File: config.mk
export PLATFORM = sky130hd
export DESIGN_NAME = vend_ctrl
export DESIGN_NICKNAME = d
export VERILOG_FILES = /design/src/rtl/vend_ctrl.sv
export SDC_FILE = /design/constraint.sdc
export NUM_CORES = 1
export LEC_CHECK = 0
export ABC_AREA = 1
export CORE_UTILIZATION = 61
export DETAILED_ROUTE_END_ITERATION = 6
export DONT_BUFFER_PORTS = 1
export PLACE_DENSITY_LB_ADDON = 0.12
export SYNTH_ARGS = -nofsm -noshare
export SYNTH_HDL_FRONTEND = slang
export SYNTH_SLANG_ARGS = --single-unit
File: constraint.sdc
create_clock -name clk -period 2.3 [get_ports clk]
set_input_delay 0.23 -clock clk [delete_from_list [all_inputs] [get_ports clk]]
set_output_delay 0.23 -clock clk [all_outputs]
set_load 0.02 [all_outputs]
File: src/rtl/vend_ctrl.sv
// vend_ctrl: coin-credit vending sequencer with purchase, vend strobe and
// one-coin-at-a-time change/refund handshake.
module vend_ctrl #(
    parameter int PRICE0 = 3,
    parameter int PRICE1 = 6,
    parameter int PRICE2 = 8,
    parameter int PRICE3 = 12
) (
    input  logic       clk,
    input  logic       reset,
    input  logic       coin1_i,
    input  logic       coin5_i,
    input  logic       coin10_i,
    input  logic [1:0] sel_i,
    input  logic       buy_i,
    input  logic       cancel_i,
    input  logic       chg_ack_i,
    output logic [4:0] credit_o,
    output logic       vend_o,
    output logic       chg5_req_o,
    output logic       chg1_req_o,
    output logic       coin_rej_o,
    output logic       busy_o
);
    typedef enum logic [1:0] {COLLECT, VEND, CHANGE} state_t;

    state_t     state_q, state_d;
    logic [4:0] credit_q, credit_d;
    logic       coin_rej_q, coin_rej_d;
    logic [4:0] price, coin_val, chg_val;
    logic [5:0] coin_sum;
    logic       any_coin, multi, fits, cancel_ok, buy_ok;

    assign price     = sel_i == 2'd0 ? 5'(PRICE0) :
                       sel_i == 2'd1 ? 5'(PRICE1) :
                       sel_i == 2'd2 ? 5'(PRICE2) : 5'(PRICE3);
    assign coin_val  = coin10_i ? 5'd10 : coin5_i ? 5'd5 : coin1_i ? 5'd1 : 5'd0;
    assign any_coin  = coin1_i | coin5_i | coin10_i;
    assign multi     = (coin10_i & (coin5_i | coin1_i)) | (coin5_i & coin1_i);
    assign coin_sum  = {1'b0, credit_q} + {1'b0, coin_val};
    assign fits      = coin_sum <= 6'd31;
    assign cancel_ok = cancel_i && credit_q != 5'd0;
    assign buy_ok    = buy_i && credit_q >= price;
    assign chg_val   = credit_q >= 5'd5 ? 5'd5 : 5'd1;

    // Any coin not explicitly credited below is flagged for mechanical return.
    always_comb begin
        state_d    = state_q;
        credit_d   = credit_q;
        coin_rej_d = any_coin;
        case (state_q)
            COLLECT: begin
                if (cancel_ok) begin
                    state_d = CHANGE;
                end else if (buy_ok) begin
                    credit_d = credit_q - price;
                    state_d  = VEND;
                end else begin
                    if (any_coin && fits) credit_d = coin_sum[4:0];
                    coin_rej_d = any_coin && (multi || !fits);
                end
            end
            VEND:    state_d = credit_q != 5'd0 ? CHANGE : COLLECT;
            CHANGE: begin
                if (credit_q == 5'd0) begin
                    state_d = COLLECT;
                end else if (chg_ack_i) begin
                    credit_d = credit_q - chg_val;
                    state_d  = credit_d == 5'd0 ? COLLECT : CHANGE;
                end
            end
            default: state_d = COLLECT;
        endcase
    end

    always_ff @(posedge clk or posedge reset) begin
        if (reset) begin
            state_q    <= COLLECT;
            credit_q   <= 5'd0;
            coin_rej_q <= 1'b0;
        end else begin
            state_q    <= state_d;
            credit_q   <= credit_d;
            coin_rej_q <= coin_rej_d;
        end
    end

    assign credit_o   = credit_q;
    assign vend_o     = state_q == VEND;
    assign chg5_req_o = state_q == CHANGE && credit_q >= 5'd5;
    assign chg1_req_o = state_q == CHANGE && credit_q != 5'd0 && credit_q < 5'd5;
    assign coin_rej_o = coin_rej_q;
    assign busy_o     = state_q != COLLECT;
endmodule

## Word-level counts from Yosys, hierarchy flattened

Cells that the tools add are included.

- Add/subtract/negate cells: 3
- Bitwise logic cells: 5
- Multiplexer cells: 23
- $lt $le $gt $ge: 4
- Equality and inequality tests: 10
- Reductions and logical operators: 18

Operators by type and width:

| cell | count |
|---|---|
| $mux 5 | 5 |
| $mux 2 | 6 |
| $mux 4 | 3 |
| $logic_not 5->1 | 2 |
| $pmux 5 s2 | 1 |
| $mux 3 | 3 |
| $ne 3x3->1 const B | 3 |
| $logic_and 1x1->1 | 7 |
| $add 5x4->6 | 1 |
| $le 6x5->1 const B | 1 |
| $ne 2x2->1 const B | 3 |
| $pmux 2 s3 | 1 |
| $ge 5x3->1 const B | 1 |
| $ge 5x4->1 | 1 |
| $lt 5x3->1 const B | 1 |
| $reduce_and 5->1 | 1 |
| $reduce_bool 5->1 | 1 |
| $sub 5x3->5 | 1 |
| $sub 5x4->5 | 1 |
| $eq 2x1->1 const B | 2 |
| $eq 2x2->1 const B | 2 |
| $logic_not 2->1 | 2 |
| $mux 1 | 4 |
| $reduce_bool 2->1 | 2 |
| 5 further kinds | 8 |

- Bits in registers: 8
- Word-level logic and storage cells: 66
- Input port bits: 10
- Output and inout port bits: 10

## Longest topological paths before layout

Gate-level depths: netlist of the first run.

- Depth in word-level cells: 11
- Depth in mapped cells: 16
- Gate-level depth less buffers: 16

## Worst setup path after synthesis of the first run

No wires, ideal clock.

- Path kind: register to register
- Start point: reg credit_q[1], in the netlist credit_o[1]
- End point: reg state_q[1]
- Library setup time: 118 ps
- Buffers on the path: 0
- Required time: 2182 ps
- Period minus slack after synthesis: 2067 ps
- Cell stages (with the launch flop): 15
- Path slack: 233 ps
- Arrival: 1949 ps
- Path through: dfrtp_1 > inv_1 > ha_1 > nand2_1 > inv_1 > nor2_1 > ha_1 > inv_1 > o21ai_0 > xor2_1 > nand2_1 > nand2_1 > nand2_1 > nand3_1 > nand2_1

- Word-level cells in the longest chain between the ends: 8
- Elaborated cells on any way between the ends: 18
- Those cells by class: 1 x add/sub; 2 x order compare; 2 x eq/ne; 7 x mux; 6 x reduce/logical

RTL lines:

| element | line | text |
|---|---|---|
| start, declared | 28 | `logic [4:0] credit_q, credit_d;` |
| start signal, assigned | 83 | `credit_q <= credit_d;` |
| $ge 5x3->1 | 44 | `assign chg_val = credit_q >= 5'd5 ? 5'd5 : 5'd1;` |
| $mux 3 | 44 |  |
| $sub 5x3->5 | 68 | `credit_d = credit_q - chg_val;` |
| $logic_not 5->1 | 69 | `state_d = credit_d == 5'd0 ? COLLECT : CHANGE;` |
| $mux 2 | 69 |  |
| $mux 2 | 67 | `end else if (chg_ack_i) begin` |
| $mux 2 | 65 | `if (credit_q == 5'd0) begin` |
| $pmux 2 s3 | 51 | `case (state_q)` |
| end signal, assigned | 82 | `state_q <= state_d;` |
| end, declared | 27 | `state_t state_q, state_d;` |

Parallel ways exist; a longest one is shown, timed or not. The select of a mux whose other input is x is not followed.
A chain may end at the register's enable or synchronous reset.

## Worst setup path after layout of the first run

Same ends and word-level chain as after synthesis.

==> flow_summary.toml, run 1 <==
[clock_tree]
cts_inserted_buffers = 3
cts_max_level = 1
cts_tree = "done"
clock-sinks = 8
cts.root.buffer_cell = "clkbuf_4"
post_cts_buffers = 0
cts_buffer_depth = 2
insertion_delay_ns = 0.28
clk_pin_slew_worst_paths_ns = 0.06

[synth]
ys.flop_type = "dfrtp_1"
synth_top_area_frac = 0.198
synth_common_cells = "63 x nand2_1, 34 x inv_1, 19 x nand3_1, 14 x nor2_1, 13 x ha_1"
ys_seq_area_frac = 0.168
synth_edf_count = 0
ys_top_cells_by_area = "nand2_1 20%, dfrtp_1 17%, ha_1 14%"
synth_nets = 213
synth_cells = 188
ys_ff_latch = 8
async_flop_share = 1.00
yosysWarnings = 0
syn_area_um2 = 1190
synth_area_leader_cell = "nand2_1"
yosysMostFrequentCell = "nand2_1"
synth_cell_types = 27
syn_avg_cell_area_um2 = 6.35

[floorplan]
ios = 20
fp.dieArea_um2 = 2140
core_area_um2 = 1780
die_y_um = 46.2
num_rows = 15
start_util = 0.669
chipWidth_um = 46.2

[routing]
vias = 1149
drtIter0Drc = 22
wire_per_inst_um = 12.6
ant_nets = 0
post-route-drc-count = 0
first_pass_iters = 4
drt_wl_total_mm = 2.75
avgViaCountPerCell = 5.25

[flow_run]
drv_cap = 0

[worst_setup_path]
worstPathRequired_ns = 2.46
worstSetupStartpointType = "flop"
endpoint_kind = "flop"
worstSetupPathType = "reg2reg"
worstPathArrival_ns = 2.22
critical_path.max_fanout = 5

[global_routing]
grt_pass1_vias = 1083
track_usage = 0.294
grt_pass1_wl_mm = 4.38
grt_overflow = 0
grt_max_degree = 11
grt_antenna_before_repair = 0

[power]
total_leakage_power_uw = 0.000757
power_uw = 2080
vdd_drop_max_uv = 962
cellPowerDensity_nw_per_um2 = 1630

[timing]
hold_viol = 0
finalCritPeriodShare = 0.896
slew_viol_final = 0
setup_viol = 0
clock_skew_ns = 0.00912
fmax_mhz = 485
fin_crit_ns = 2.06
whs_ns = 0.179
fin_setup_tns_ns = 0
rsz0062_at_grt = "no"
relSlewSlack = 0.721
max_slew.worst_pin.slew_ns = 0.417

[outcome]
outcome = "finished, final reports clean"

[place]
portBuffers = 0
dp_hpwl_mm = 2.26
gp_congestion = 0.842

[final_layout]
syn_to_final_growth_pct = 6.71
final_nets = 221
diodes = 0
utilization = 0.714
drive_above_1_share = 0.113

[hold_path]
hold_class = "in2reg"
-- power by group --
part / total, uW / leakage, uW / switching (uW) / internal [uW]
combinational: 1640 / 0.000648 / 1070 / 575
clock: 121 / 0.0000138 / 60.0 / 60.5
sequential: 313 / 0.0000952 / 102 / 211
-- flip-flops by register name, summed over array words and instances, names as in the netlist --
signal	cells
credit_o	5
coin_rej_o	1
state_q	2
-- layer usage --
layer	share of wire	up-vias	GRT usage	wire length [um]
li1	-	598	-	-
met1	0.47	518	0.364	1290
met2	0.48	30	0.501	1320
met3	0.042	3	0.0863	116
met4	0.0091	0	0.0588	25
met5	0	-	0	0
-- placed cells by master (no fill, tap or decap) --
cell type / instances
nor2_1: 14
inv_4: 1
o21a_1: 2
ha_1: 13
xnor2_1: 2
nand4_1: 3
nand2_2: 3
clkbuf_4: 3
o21ai_0: 1
buf_4: 4
nand3_4: 1
nand3_1: 19
xor2_1: 1
dlygate4sd3_1: 1
a211o_1: 1
o21ai_1: 3
fa_1: 2
nor2_4: 1
dfrtp_2: 1
nand2_1: 63
dfrtp_1: 7
a21oi_1: 4
nor2_2: 1
nand2_4: 3
o211ai_1: 1
o21ai_4: 1
inv_1: 34
nand3_2: 3
nand3b_1: 1
-- critical path, cell delays in order, from the launching register on --
cell and delay, ns:
dfrtp_1 0.39, inv_1 0.17, ha_1 0.18, nand2_1 0.04, inv_1 0.08, nor2_1 0.05, ha_1 0.30, inv_1 0.06
o21ai_1 0.18, xor2_1 0.21, nand2_1 0.07, nand2_1 0.06, nand2_1 0.05, nand3_1 0.06, nand2_1 0.05
-- what timing repair did --
action / CTS / global route
setup endpoints to repair: 0 / 1
resized for setup: 0 / 3
hold endpoints to repair: 8 / 0
hold buffers: 1 / 0
-- logic make-up after synthesis --
group | Yosys count | share of synthesized area
buffers and inverters | 37 | 0.125
and+or+nand+nor | 112 | 0.442
adders and majority gates | 15 | 0.170
xor gates and xnor gates | 3 | 0.0220
AOI/OAI and AO/OA | 13 | 0.0734
DFF | 8 | 0.168
-- through the flow --
| stage | setup WS [ns] | instance area [um2] | cells |
|---|---|---|---|
| floorplan | 0.233 | 1190 | 188 |
| global placement | 0.288 | 1240 | 215 |
| detailed placement | 0.141 | 1240 | 215 |
| CTS | 0.130 | 1270 | 219 |
| global route | 0.0495 | 1270 | 219 |
| finish | 0.240 | 1270 | 219 |
-- worst paths after layout --
| check | cells after the start | to | slack [ns] | from |
|---|---|---|---|---|
| min in group asynchronous | 2 | credit_o[4] | 0.34 | reset |
| hold reg to reg | 3 | state_q[0] | 0.67 | state_q[1] |
| hold / removal | 3 | state_q[0] | 0.18 | cancel_i |
| max in group asynchronous | 2 | credit_o[3] | 1.70 | reset |
| setup reg to reg | 14 | state_q[1] | 0.24 | credit_o[1] |
| setup / recovery | 14 | state_q[1] | 0.24 | credit_o[1] |
-- cell type report --
| class | instances | area, um2 |
|---|---|---|
| well taps | 25 | 31.3 |
| repair buffers | 5 | 40.0 |
| inverters | 35 | 134 |
| flip-flops and latches | 8 | 201 |
| clock buffers | 3 | 22.5 |
| fillers | 163 | 509 |
| multi-input cells | 143 | 845 |
Note: power is estimated with default switching activity, not from simulation.
==> inputs of run 2 (changes only) <==
Settings changed: SLEW_MARGIN from default to 10.
==> results of run 2 <==
No change in the layout: final DEF, timing and power equal those of run 1.
==> RTL change 1: new RTL, config.mk and constraints of run 2 <==
Encoding of `state_t`: now one-hot (3 bits for 3 states).
--- a/src/rtl/vend_ctrl.sv
+++ b/src/rtl/vend_ctrl.sv
@@ -24,3 +24,3 @@
 );
-    typedef enum logic [1:0] {COLLECT, VEND, CHANGE} state_t;
+    typedef enum logic [2:0] {COLLECT = 3'b001, VEND = 3'b010, CHANGE = 3'b100} state_t;
 
Check against the original RTL: no difference found for any inputs over 10 cycles, from zero or initial values and one cycle with reset high; not proved beyond that.
==> RTL change 1 against run 2 <==
Area after synthesis increased by 9.2%. First-iteration DRC count rose by 64%. Sequential cell count increased by 1. Routed wire length up 1.1%. Worst setup slack worse by 0.071 ns. Register-to-register slack worse by 0.06 ns. Clock skew shrank 0.0010 ns. Power increased by 6.8%. Die area is 8.8% higher. Fmax shrank 3.3%. Final area up 11%.
==> RTL change 1: results <==
set metrics [dict create \
    cp.arrival_ns 1.90 \
    htree_levels 1 \
    hold-path-endpoint "state_q[2]" \
    synth_cell_types 32 \
    cp_max_fo 7 \
    worstRegToRegCells 13 \
    cpPeakStageDelay_ns 0.50 \
    reg2reg_from "credit_o[0]" \
    worst_pin_slew_ns 0.910 \
    place_ws_ns 0.212 \
    root_buffer "clkbuf_4" \
    grt_antenna_before_repair 0 \
    dpl_cell_area_sq_um 1370 \
    grt_max_degree 11 \
    r2r_slack_ns 0.18 \
    grt_use_total 0.257 \
    largest_reg_flops 5 \
    syn_nets 230 \
    finClkSkew_ns 0.00809 \
    grt_pass1_vias 1000 \
    vias_per_cell 5.18 \
    port_buffers 0 \
    status "complete, no violations" \
    async_flop_share 1.00 \
    dpl.hpwl_microns 2350 \
    crit_family "simple AND/OR/NAND/NOR gates" \
    drt_wl_total_microns 2780 \
    ys_seq_area_frac 0.174 \
    worstHoldStart "chg_ack_i" \
    diodes 0 \
    ir_worst_vdd_mv 1.13 \
    place_congestion 0.913 \
    numCtsBuffers 3 \
    final_nets 240 \
    layout-drive-gt1-share 0.159 \
    timing.rr.end "state_q[2]" \
    post_cts_resized 0 \
    drt_iter0_drc 36 \
    p_leak_nw 0.827 \
    firstDrtPassIters 4 \
    cts_buffer_depth 2 \
    synth_top_flop_cell "dfrtp_1" \
    synth_common_cells "nand2_1 (70), inv_1 (33), nand3_1 (17)" \
    critPathSlowestCell "dfrtp_1" \
    hold_depth 3 \
    grt_pass1_wl_microns 4060 \
    synth_area_leaders "nand2_1 (20%), dfrtp_1 (15%), ha_1 (12%)" \
]
RTL change 1: where the power goes:
group	total (mW)	internal (mW)	switching (mW)
clock network	0.129	0.0672	0.0616
registers	0.331	0.245	0.0858
logic	1.76	0.635	1.12
total	2.22	0.947	1.27
RTL change 1: worst max path at each step:
stage / from / to / slack (ns) / cells past startpoint
after floorplan: credit_o[1] / state_q[2] / 0.19 / 15
after global placement: credit_o[0] / state_q[2] / 0.28 / 13
after detailed placement: credit_o[0] / state_q[2] / 0.21 / 13
after CTS: credit_o[0] / chg1_req_o / 0.18 / 7
after global routing: credit_o[0] / state_q[0] / 0.006 / 12
final: credit_o[0] / chg1_req_o / 0.17 / 7
RTL change 1: final cells by class:
| type | count | area, sq um |
|---|---|---|
| multi-input cells | 156 | 921 |
| fillers | 178 | 572 |
| flip-flops and latches | 9 | 226 |
| inverters | 38 | 148 |
| repair buffers | 7 | 55.1 |
| well taps | 27 | 33.8 |
| clock buffers | 4 | 26.3 |
RTL change 1: layer usage:
layer	part of all wire	GRT usage	up-vias
met3	0.056	0.0889	5
met1	0.47	0.331	560
met2	0.46	0.416	32
li1	-	-	651
met4	0.011	0.0556	0
met5	0	0	-
RTL change 1: cell families after synthesis:
kind of cell	count (synthesis)	share of synthesized area
simple gates	125	0.471
buf+inv	40	0.120
fa+ha+maj	15	0.155
compound gates	12	0.0528
flops	9	0.174
xor+xnor	4	0.0269
RTL change 1: through the flow:
| stage | hold WS (ns) | std cells |
|---|---|---|
| finish | 0.113 | 241 |
| global placement | 0.0993 | 236 |
| CTS | 0.103 | 241 |
| detailed placement | 0.106 | 236 |
| floorplan | 0.0572 | 205 |
| global route | 0.112 | 241 |
RTL change 1: what timing repair did:
action                    CTS  global route
buffers inserted            0             0
hold endpoints to repair    8             0
hold buffers                1             0
==> RTL change 2: new RTL, flow settings as in run 2 <==
Made on the original files. Set the parameter `PRICE3` to 8 (it was 12).
--- a/src/rtl/vend_ctrl.sv
+++ b/src/rtl/vend_ctrl.sv
@@ -6,3 +6,3 @@
     parameter int PRICE2 = 8,
-    parameter int PRICE3 = 12
+    parameter int PRICE3 = 8
 ) (
Formal check against the unedited RTL: not equivalent (a bounded check fails within 4 cycles, from zero or initial values and one cycle with reset high).
==> RTL change 2 against run 2 <==
Die area grew 2.0%. Worst setup slack lost 0.014 ns. Global-route usage grew 0.099 points. First-iteration DRC count shrank 18%. Power grew 6.8%. Sequential cell count is the same. Highest routed layer unchanged. Routed wire length shrank 0.87%. Critical path type unchanged. Area after synthesis grew 2.1%. Final area grew 3.4%.
==> RTL change 2: results <==
set metrics [dict create \
    netSwitchingFraction 0.590 \
    ir_worst_vdd_mv 0.956 \
    wl_met2_microns 1300 \
    worstRegToRegCells 15 \
    drt_iter0_drc 18 \
    fin_hold_ws_ns 0.152 \
    grt_pass1_vias 1097 \
    multi_input_area_sq_um 877 \
    dpl.hpwl_microns 2220 \
    finClkSkew_ns 0.00524 \
    met3_usage 0.0588 \
    worst_pin_slew_ns 0.387 \
    inv_count 32 \
    timing.rr.end "credit_o[4]" \
    fillers 159 \
    clock_area_frac 0.0171 \
    grt_max_degree 10 \
    syn_nets 211 \
    num-multi-input-gates 145 \
    buf_share 0.0418 \
    grt_pass1_wl_microns 4490 \
    reg2reg_from "credit_o[0]" \
    grt_use_total 0.295 \
    globalRouteMet1Util 0.353 \
    synth_cell_types 28 \
    synth_area_leaders "nand2_1 (19%), dfrtp_1 (16%), ha_1 (13%)" \
    crit_family "simple AND/OR/NAND/NOR gates" \
    cp.arrival_ns 2.24 \
    clockPowerShare 0.053 \
    m1WireLength_microns 1220 \
    vias_per_cell 5.45 \
    status "complete, no violations" \
    synth_common_cells "nand2_1 (62), inv_1 (27), nand3_1 (21)" \
    wl_per_cell_microns 12.4 \
]
==> RTL change 2: changes by cell type in the layout (fill, tap and decap cells not counted), moves of 2 or more <==
cell	change
a21oi_1	-2
buf_4	+2
clkinv_4	+2
inv_1	-8
inv_2	+4
nand3_1	+2
nor2_4	+2
o21a_1	-2
o21ai_0	+2
o21ai_1	-2
==> RTL change 2: stage by stage <==
stage                     area (sq um)   util  setup WS, ns  std cells
after detailed placement          1280  0.708         0.135        215
after global placement            1280  0.708         0.196        215
after global routing              1320  0.731       0.00564        220
after CTS                         1310  0.726         0.126        219
after floorplan                   1220      -         0.246        186
final                             1320  0.731         0.226        220
==> RTL change 2: cells by family after synthesis <==
kind of cell             Yosys count  synth area share
adder cells (fa/ha/maj)           15             0.166
AND/OR/NAND/NOR                  116             0.468
XOR/XNOR                           3            0.0216
AO/OA/AOI/OAI                     11            0.0637
flip-flops                         8             0.164
buffers and inverters             33             0.116
